`src/rtl/stackcalc_exec.sv`:
```
// Stack calculator execute stage: edge-triggered LIFO of 4-bit values with sticky error and carry.
// Define STACKCALC_SYNC_EN for a two-flop strobe/instruction synchronizer (3-edge latency, else 2).
module stackcalc_exec #(
    parameter int DEPTH = 8
) (
    input  logic       clk,
    input  logic       rst,
    input  logic [5:0] cmd,
    output logic [7:0] out
);

    localparam int AW  = (DEPTH > 1) ? $clog2(DEPTH) : 1;
    localparam int SPW = $clog2(DEPTH + 1);
    localparam logic [SPW-1:0] SP_FULL = SPW'(DEPTH);
    localparam logic [SPW-1:0] SP_ONE  = SPW'(1);
    localparam logic [SPW-1:0] SP_TWO  = SPW'(2);

    typedef enum logic [2:0] {
        OP_NOP, OP_POP, OP_ADD, OP_SUB, OP_DUP, OP_SWAP, OP_NOT, OP_CLR
    } op_e;

    function automatic logic [4:0] add_c(input logic [3:0] a, input logic [3:0] b);
        return {1'b0, a} + {1'b0, b};
    endfunction

    function automatic logic [4:0] sub_b(input logic [3:0] a, input logic [3:0] b);
        return {1'b0, a} - {1'b0, b};
    endfunction

    logic       strb_sync;
    logic [4:0] ins_sync;
    logic       prev_q, prev_d;

    // Strobe bits reset high so a strobe held through reset never looks like a rising edge.
`ifdef STACKCALC_SYNC_EN
    logic       strb_s1_q, strb_s1_d, strb_s2_q, strb_s2_d;
    logic [4:0] ins_s1_q, ins_s1_d, ins_s2_q, ins_s2_d;

    always_comb begin
        strb_s1_d = cmd[5];
        strb_s2_d = strb_s1_q;
        ins_s1_d  = cmd[4:0];
        ins_s2_d  = ins_s1_q;
    end

    always_ff @(posedge clk) begin
        if (rst) begin
            strb_s1_q <= 1'b1;
            strb_s2_q <= 1'b1;
        end else begin
            strb_s1_q <= strb_s1_d;
            strb_s2_q <= strb_s2_d;
        end
    end

    always_ff @(posedge clk) begin
        ins_s1_q <= ins_s1_d;
        ins_s2_q <= ins_s2_d;
    end

    assign strb_sync = strb_s2_q;
    assign ins_sync  = ins_s2_q;
`else
    logic       strb_s1_q, strb_s1_d;
    logic [4:0] ins_s1_q, ins_s1_d;

    always_comb begin
        strb_s1_d = cmd[5];
        ins_s1_d  = cmd[4:0];
    end

    always_ff @(posedge clk) begin
        if (rst) strb_s1_q <= 1'b1;
        else     strb_s1_q <= strb_s1_d;
    end

    always_ff @(posedge clk) begin
        ins_s1_q <= ins_s1_d;
    end

    assign strb_sync = strb_s1_q;
    assign ins_sync  = ins_s1_q;
`endif

    logic exec;
    assign prev_d = strb_sync;
    assign exec   = strb_sync & ~prev_q;

    logic [3:0]     mem_q [DEPTH];
    logic [3:0]     mem_d [DEPTH];
    logic [SPW-1:0] sp_q, sp_d;
    logic           err_q, err_d;
    logic           carry_q, carry_d;

    logic [SPW-1:0] tos_idx, nos_idx;
    logic [3:0]     tos_v, nos_v;
    logic [4:0]     arith;

    assign tos_idx = sp_q - SP_ONE;
    assign nos_idx = sp_q - SP_TWO;
    assign tos_v   = mem_q[tos_idx[AW-1:0]];
    assign nos_v   = mem_q[nos_idx[AW-1:0]];

    always_comb begin
        sp_d    = sp_q;
        err_d   = err_q;
        carry_d = carry_q;
        mem_d   = mem_q;
        arith   = 5'd0;
        if (exec) begin
            if (ins_sync[4]) begin
                if (sp_q == SP_FULL) err_d = 1'b1;
                else begin
                    mem_d[sp_q[AW-1:0]] = ins_sync[3:0];
                    sp_d = sp_q + SP_ONE;
                end
            end else if (!ins_sync[3]) begin
                case (op_e'(ins_sync[2:0]))
                    OP_POP: begin
                        if (sp_q < SP_ONE) err_d = 1'b1;
                        else sp_d = tos_idx;
                    end
                    OP_ADD, OP_SUB: begin
                        if (sp_q < SP_TWO) err_d = 1'b1;
                        else begin
                            arith = (ins_sync[0]) ? sub_b(nos_v, tos_v) : add_c(nos_v, tos_v);
                            mem_d[nos_idx[AW-1:0]] = arith[3:0];
                            carry_d = arith[4];
                            sp_d = tos_idx;
                        end
                    end
                    OP_DUP: begin
                        if (sp_q < SP_ONE || sp_q == SP_FULL) err_d = 1'b1;
                        else begin
                            mem_d[sp_q[AW-1:0]] = tos_v;
                            sp_d = sp_q + SP_ONE;
                        end
                    end
                    OP_SWAP: begin
                        if (sp_q < SP_TWO) err_d = 1'b1;
                        else begin
                            mem_d[tos_idx[AW-1:0]] = nos_v;
                            mem_d[nos_idx[AW-1:0]] = tos_v;
                        end
                    end
                    OP_NOT: begin
                        if (sp_q < SP_ONE) err_d = 1'b1;
                        else mem_d[tos_idx[AW-1:0]] = ~tos_v;
                    end
                    OP_CLR: begin
                        sp_d    = '0;
                        err_d   = 1'b0;
                        carry_d = 1'b0;
                    end
                    default: ;
                endcase
            end
        end
    end

    always_ff @(posedge clk) begin
        if (rst) begin
            prev_q  <= 1'b1;
            sp_q    <= '0;
            err_q   <= 1'b0;
            carry_q <= 1'b0;
        end else begin
            prev_q  <= prev_d;
            sp_q    <= sp_d;
            err_q   <= err_d;
            carry_q <= carry_d;
        end
    end

    always_ff @(posedge clk) begin
        mem_q <= mem_d;
    end

    logic empty, full;
    assign empty = (sp_q == '0);
    assign full  = (sp_q == SP_FULL);
    assign out   = {err_q, carry_q, full, empty, (empty ? 4'h0 : tos_v)};

endmodule

```
`config.mk`:
```
export PLATFORM = sky130hd
export DESIGN_NAME = stackcalc_exec
export DESIGN_NICKNAME = d
export VERILOG_FILES = /design/src/rtl/stackcalc_exec.sv
export SDC_FILE = /design/constraint.sdc
export NUM_CORES = 1
export LEC_CHECK = 0
export ABC_CLOCK_PERIOD_IN_PS = 4320
export BUFFER_PORTS_ARGS = -buffer_cell sky130_fd_sc_hd__buf_2
export CORE_UTILIZATION = 51
export DETAILED_ROUTE_END_ITERATION = 7
export GPL_TIMING_DRIVEN = 1
export HOLD_SLACK_MARGIN = 0.15
export PLACE_DENSITY_LB_ADDON = 0.3
export SKIP_CTS_REPAIR_TIMING = 1
export SYNTH_ARGS = -nofsm -noshare
export SYNTH_HDL_FRONTEND = slang
export SYNTH_SLANG_ARGS = --single-unit
```
`constraint.sdc`:
```
create_clock -name clk -period 4.32 [get_ports clk]
set_input_delay 0.432 -clock clk [delete_from_list [all_inputs] [get_ports clk]]
set_output_delay 0.432 -clock clk [all_outputs]
set_load 0.02 [all_outputs]
```
# Word level (Yosys, flattened, before mapping)
# Cells that the tools add are included.
[totals]
output_inout_bits = 8
ff_bits = 45
elab_cells = 115
in_bits = 8
[op_classes]
bitwise = 8
add_sub_neg = 5
n_mux = 44
reduce_logical = 16
n_lt_le_gt_ge = 8
eq_ne = 20
[ops]
columns = ["operator", "count"]
rows = [
  ["$mux 32", 7],
  ["$bwmux 32", 6],
  ["$pmux 32 s4", 1],
  ["$mux 4", 14],
  ["$demux 4 s3", 3],
  ["$bmux 4 s3", 2],
  ["$ne 3x3->1 const B", 6],
  ["$lt 4x1->1 const B", 4],
  ["$pmux 4 s4", 1],
  ["$reduce_bool 5->1", 3],
  ["$reduce_and 7->1", 2],
  ["$eq 3x3->1 const B", 4],
  ["$ge 4x4->1 const B", 3],
  ["$not 3->4", 3],
  ["$reduce_and 8->1", 1],
  ["$mux 1", 7],
  ["$eq 3x2->1 const B", 2],
  ["$ne 3x1->1 const B", 2],
  ["$add 4x4->5", 1],
  ["$mux 5", 1],
  ["$reduce_and 5->1", 1],
  ["$sub 4x4->5", 1],
  ["$add 4x1->4 const B", 1],
  ["$eq 4x4->1 const B", 1],
  ["17 further kinds", 24],
]

# Depth between registers and ports, before layout
[depth]
depth_word = 12
mapped_depth = 22
mapped_depth_nobuf = 14

# Worst setup path after synthesis
# OpenSTA, ideal clock, no wires.
[synth_timing]
kind = "register to register"
start = "register sp_q[0]"
end = "register mem_q[10] (netlist name) (data pin)"
stages_incl_launch_ff = 22
t_required_ns = 4.163
setup_time_ns = 0.157
arrival_ns = 4.433
slack_ns = -0.270
period_less_slack_ns = 4.590
cell_sequence = "dfxtp_1 -> buf_6 -> buf_12 -> clkbuf_8 -> inv_2 -> buf_2 -> buf_2 -> ha_1 -> buf_6 -> xnor2_2 -> buf_6 -> mux4_2 -> buf_2 -> ha_1 -> nor2_1 -> a21oi_1 -> fa_1 -> nor2b_1 -> nor3_1 -> a21oi_1 -> and3_1 -> a32oi_1"
[synth_via]
elab_chain_cells = 12
word_cells_on_any_way = 44
[synth_rtl]
columns = ["element", "line_no", "text"]
rows = [
  ["from (decl)", "91", "logic [SPW-1:0] sp_q, sp_d;"],
  ["from (signal assigned)", "169", "sp_q <= sp_d;"],
  ["$sub 4x1->4 or $sub 3x2->3 (tied branches)", "99, 100", ""],
  ["$not 3->4 (on tied branches)", "-", ""],
  ["$bmux 4 s3 (tied with other cells)", "101", "assign tos_v = mem_q[tos_idx[AW-1:0]];"],
  ["$mux 4 (not written as such) (tied with other cells)", "101", ""],
  ["$mux 4 (on tied branches)", "-", ""],
  ["$add 4x4->5 (tied with other cells)", "23", "return {1'b0, a} + {1'b0, b};"],
  ["$mux 5 or $bwmux 32 (tied branches)", "126, 142", ""],
  ["$bwmux 32 (on tied branches)", "127, 143", ""],
  ["$mux 32 (on tied branches)", "124, 140", ""],
  ["$pmux 32 s4", "118", "case (op_e'(ins_sync[2:0]))"],
  ["$mux 32", "117", "end else if (!ins_sync[3]) begin"],
  ["$mux 32 *", "111", "if (ins_sync[4]) begin"],
  ["to (signal assigned)", "176", "mem_q <= mem_d;"],
  ["to (decl)", "89", "logic [3:0] mem_q [DEPTH];"],
]
# Mark *: on every way between the ends. The rest lies on a longest branch, timed or not. The select of a mux whose other input is x is not followed.
# A chain may end at the register's enable or synchronous reset.

# Final worst setup path
[layout_timing]
start = "register sp_q[2]"
end = "register mem_q[19] (netlist name) (data pin)"
# The elaborated chain is that of the path after synthesis.

==> flow_summary.json <==
{
  "cp_slowest_cell": "dfxtp_1",
  "power.share.sequential_pct": 39.2,
  "tns_ns": 0,
  "fin_crit_ns": 3.98,
  "combPwrFrac_pct": 33.2,
  "dpl_cell_area_um2": 5530,
  "p_int_mw": 0.780,
  "antenna_found_initial": 0,
  "drc": 1,
  "final_cells": 780,
  "start_util_pct": 52.6,
  "root_buffer": "clkbuf_8",
  "clockBufferDepth": 2,
  "powerDensity_nw_per_um2": 219,
  "violations": "design-rule violations",
  "finalWeightedCongestion": 1.06,
  "wirelength_um": 22100,
  "cp_cell_sequence": "inv_1, ha_1, mux4_2, mux2_2, ha_1, a21oi_1, a211o_1, nand2_1, a221oi_1, a31oi_1",
  "hold_viol": 0,
  "hold_class": "input port to flip-flop",
  "fillers": 1011,
  "worst_pin_slew_ns": 1.05,
  "cts-buffers-inserted": 5,
  "critPathMostFrequentCell": "ha_1",
  "synth_area_leaders": "edfxtp_1 18%, mux4_2 5.4%, a21oi_1 4.9%, dfxtp_1 4.8%, nand2_1 3.7%",
  "hold_ws_ns": 0.204,
  "max_freq_ghz": 0.251,
  "max-slew-margin-rel_pct": 30.1,
  "synth_edf_count": 32,
  "switchingPower_mw": 0.457,
  "ir_worst_vdd_v": 0.000121,
  "clk_transition_reported_paths_ns": 0.11,
  "wl_per_cell_um": 28.4,
  "htree_levels": 2,
  "yosys.area_share.xor_xnor_pct": 2.42,
  "cts_sinks": 45,
  "ys_ff_latch": 45,
  "rsz0062_at_grt": "no",
  "dr.pass1.iters": 8,
  "pre_cts_ws_ns": 0.453,
  "switching_share_pct": 36.9,
  "fin_ws_ns": 0.340,
  "syn_area_um2": 5430,
  "synth-simple-area-share_pct": 18.7,
  "worstPathArrival_ns": 4.04,
  "synthAdderAreaFrac_pct": 3.37,
  "grt_use_total_pct": 40.8,
  "fp.dieH_um": 105,
  "grt_pass1_vias": 5505,
  "p_leak_nw": 1.85,
  "cp.required_ns": 4.38,
  "placedCellCount": 772,
  "ant_nets": 0,
  "yosysTopAreaCellShare_pct": 17.7,
  "drv_slew": 0,
  "fp.dieArea_um2": 11100,
  "grt_max_degree": 72,
  "synth_top_family_by_area": "compound AO/OA/AOI/OAI gates",
  "post-route-period-util_pct": 92.1,
  "grt_overflow_total": 0,
  "worstSkewPairLatency_ns": 0.33,
  "setup_viol": 0,
  "final_area_um2": 5640,
  "startpoint_type": "flip-flop",
  "syn_inst": 657,
  "core_area_um2": 10300,
  "crit_type": "flip-flop to flip-flop",
  "syn_nets": 679,
  "avgSynthCellArea_um2": 8.26,
  "max_stage_delay_ns": 0.61,
  "die_w_um": 105,
  "synth-warning-count": 0,
  "drtIter0Drc": 861,
  "end_kind": "flip-flop",
  "drive_gt1_share_pct": 17.9,
  "ys_types": 79,
  "synth_area_leader_cell": "edfxtp_1",
  "pwr-share-clk_pct": 27.7,
  "synth_compound_area_share_pct": 31.1,
  "fin_skew_ns": 0.0143,
  "synth-seq-area-share_pct": 22.5,
  "fp-row-count": 37,
  "grt_pass1_wl_um": 33700,
  "most-common-layout-cells": "54 x nand2_1, 53 x a21oi_1, 43 x nor2_1",
  "critPathMaxFanout": 8,
  "diodes": 0,
  "dp_hpwl_um": 15500,
  "synthMuxAreaShare_pct": 11.5,
  "final_util_pct": 54.6,
  "cts_tree": "yes",
  "port_buffers": 15,
  "synth-async-reset-ratio_pct": 0,
  "ioPinCount": 16,
  "synth_flop_cell": "edfxtp_1",
  "drt-vias-per-instance": 7.63,
  "syn_to_final_growth_pct": 3.94,
  "fin_nets": 665,
  "vias": 5952,
  "power_mw": 1.24,
  "status": "finished, violations left",
  "cap_violations": 0,
  "final_common_cell": "nand2_1"
}
==> final timing paths <==
| kind | start | endpoint | slack [ns] | depth (start not counted) |
|---|---|---|---|---|
| max reg2reg | sp_q[2]$_SDFFE_PP0P_ | mem_q[19]$_DFFE_PP_ | 0.34 | 10 |
| min | cmd[3] | ins_s1_q[3]$_DFF_P_ | 0.20 | 1 |
| max | sp_q[2]$_SDFFE_PP0P_ | mem_q[19]$_DFFE_PP_ | 0.34 | 10 |
| min reg2reg | prev_d$_SDFF_PP1_ | prev_q$_SDFF_PP1_ | 0.45 | 1 |
==> critical path: cells and delay by family, from the launching register on <==
family                     cells  cell delay (ns)
muxes                          2             0.77
buffers and inverters          1             0.21
AOI/OAI and AO/OA              4             0.98
adders and majority gates      2             0.97
and+or+nand+nor                1             0.17
DFF                            1             0.61
==> layer usage <==
metal  share of wire [%]  GRT usage [%]  vias to the layer above
li1                    -              -                     2520
met1                  38           55.5                     2766
met2                  41           57.6                      551
met3                  15           13.0                      115
met4                 5.6           20.6                        0
met5                   0              0                        -
==> Yosys cell counts (5+ instances only) <==
cell type	n
nand2_1	54
a21oi_1	53
nor2_1	43
clkbuf_1	42
o21ai_0	40
edfxtp_1	32
nor3_1	25
o211ai_1	22
a211oi_1	20
mux2i_1	18
inv_1	16
nand3_1	15
a221oi_1	14
dfxtp_1	13
ha_1	13
mux4_2	13
a31oi_1	11
mux2_2	11
nor2b_1	11
o22ai_1	11
a32oi_1	10
buf_2	10
clkbuf_8	10
nand2b_1	8
a22oi_1	7
and3_1	7
nand4_1	7
o2111ai_1	7
buf_6	6
xor2_1	6
buf_4	5
o221ai_1	5
==> power by group through the flow <==
stage	combinational, mW	sequential [mW]	clock (mW)
global placement	0.385	0.493	0
finish	0.410	0.484	0.343
CTS	0.390	0.483	0.351
floorplan	0.283	0.485	0
global route	0.428	0.485	0.363
detailed placement	0.389	0.493	0
==> kinds of logic (layout without fill, tap and decap cells) <==
| logic type | Yosys count | count (layout) |
|---|---|---|
| AO/OA/AOI/OAI | 243 | 243 |
| AND/OR/NAND/NOR | 203 | 203 |
| buffers and inverters | 96 | 83 |
| flip-flops | 45 | 45 |
| multiplexers | 44 | 44 |
| adder cells (fa/ha/maj) | 14 | 14 |
| XOR/XNOR | 12 | 12 |
==> cell type report <==
class	count	area [um^2]	share of cell area, %
inverter	18	67.6	1.20
multi-input combinational	516	3660	64.9
clock buffer	7	108	1.91
tap	136	170	3.02
timing repair buffer	57	403	7.14
sequential	45	1220	21.7
clock inverter	1	6.26	0.111
==> flip-flops by register name (all words and copies together) (netlist names) <==
signal and count:
ins_s1_q 5, err_q 1, prev_q 1, carry_q 1
mem_q 32, sp_q 4, prev_d 1
Note: power is estimated with default switching activity, not from simulation.
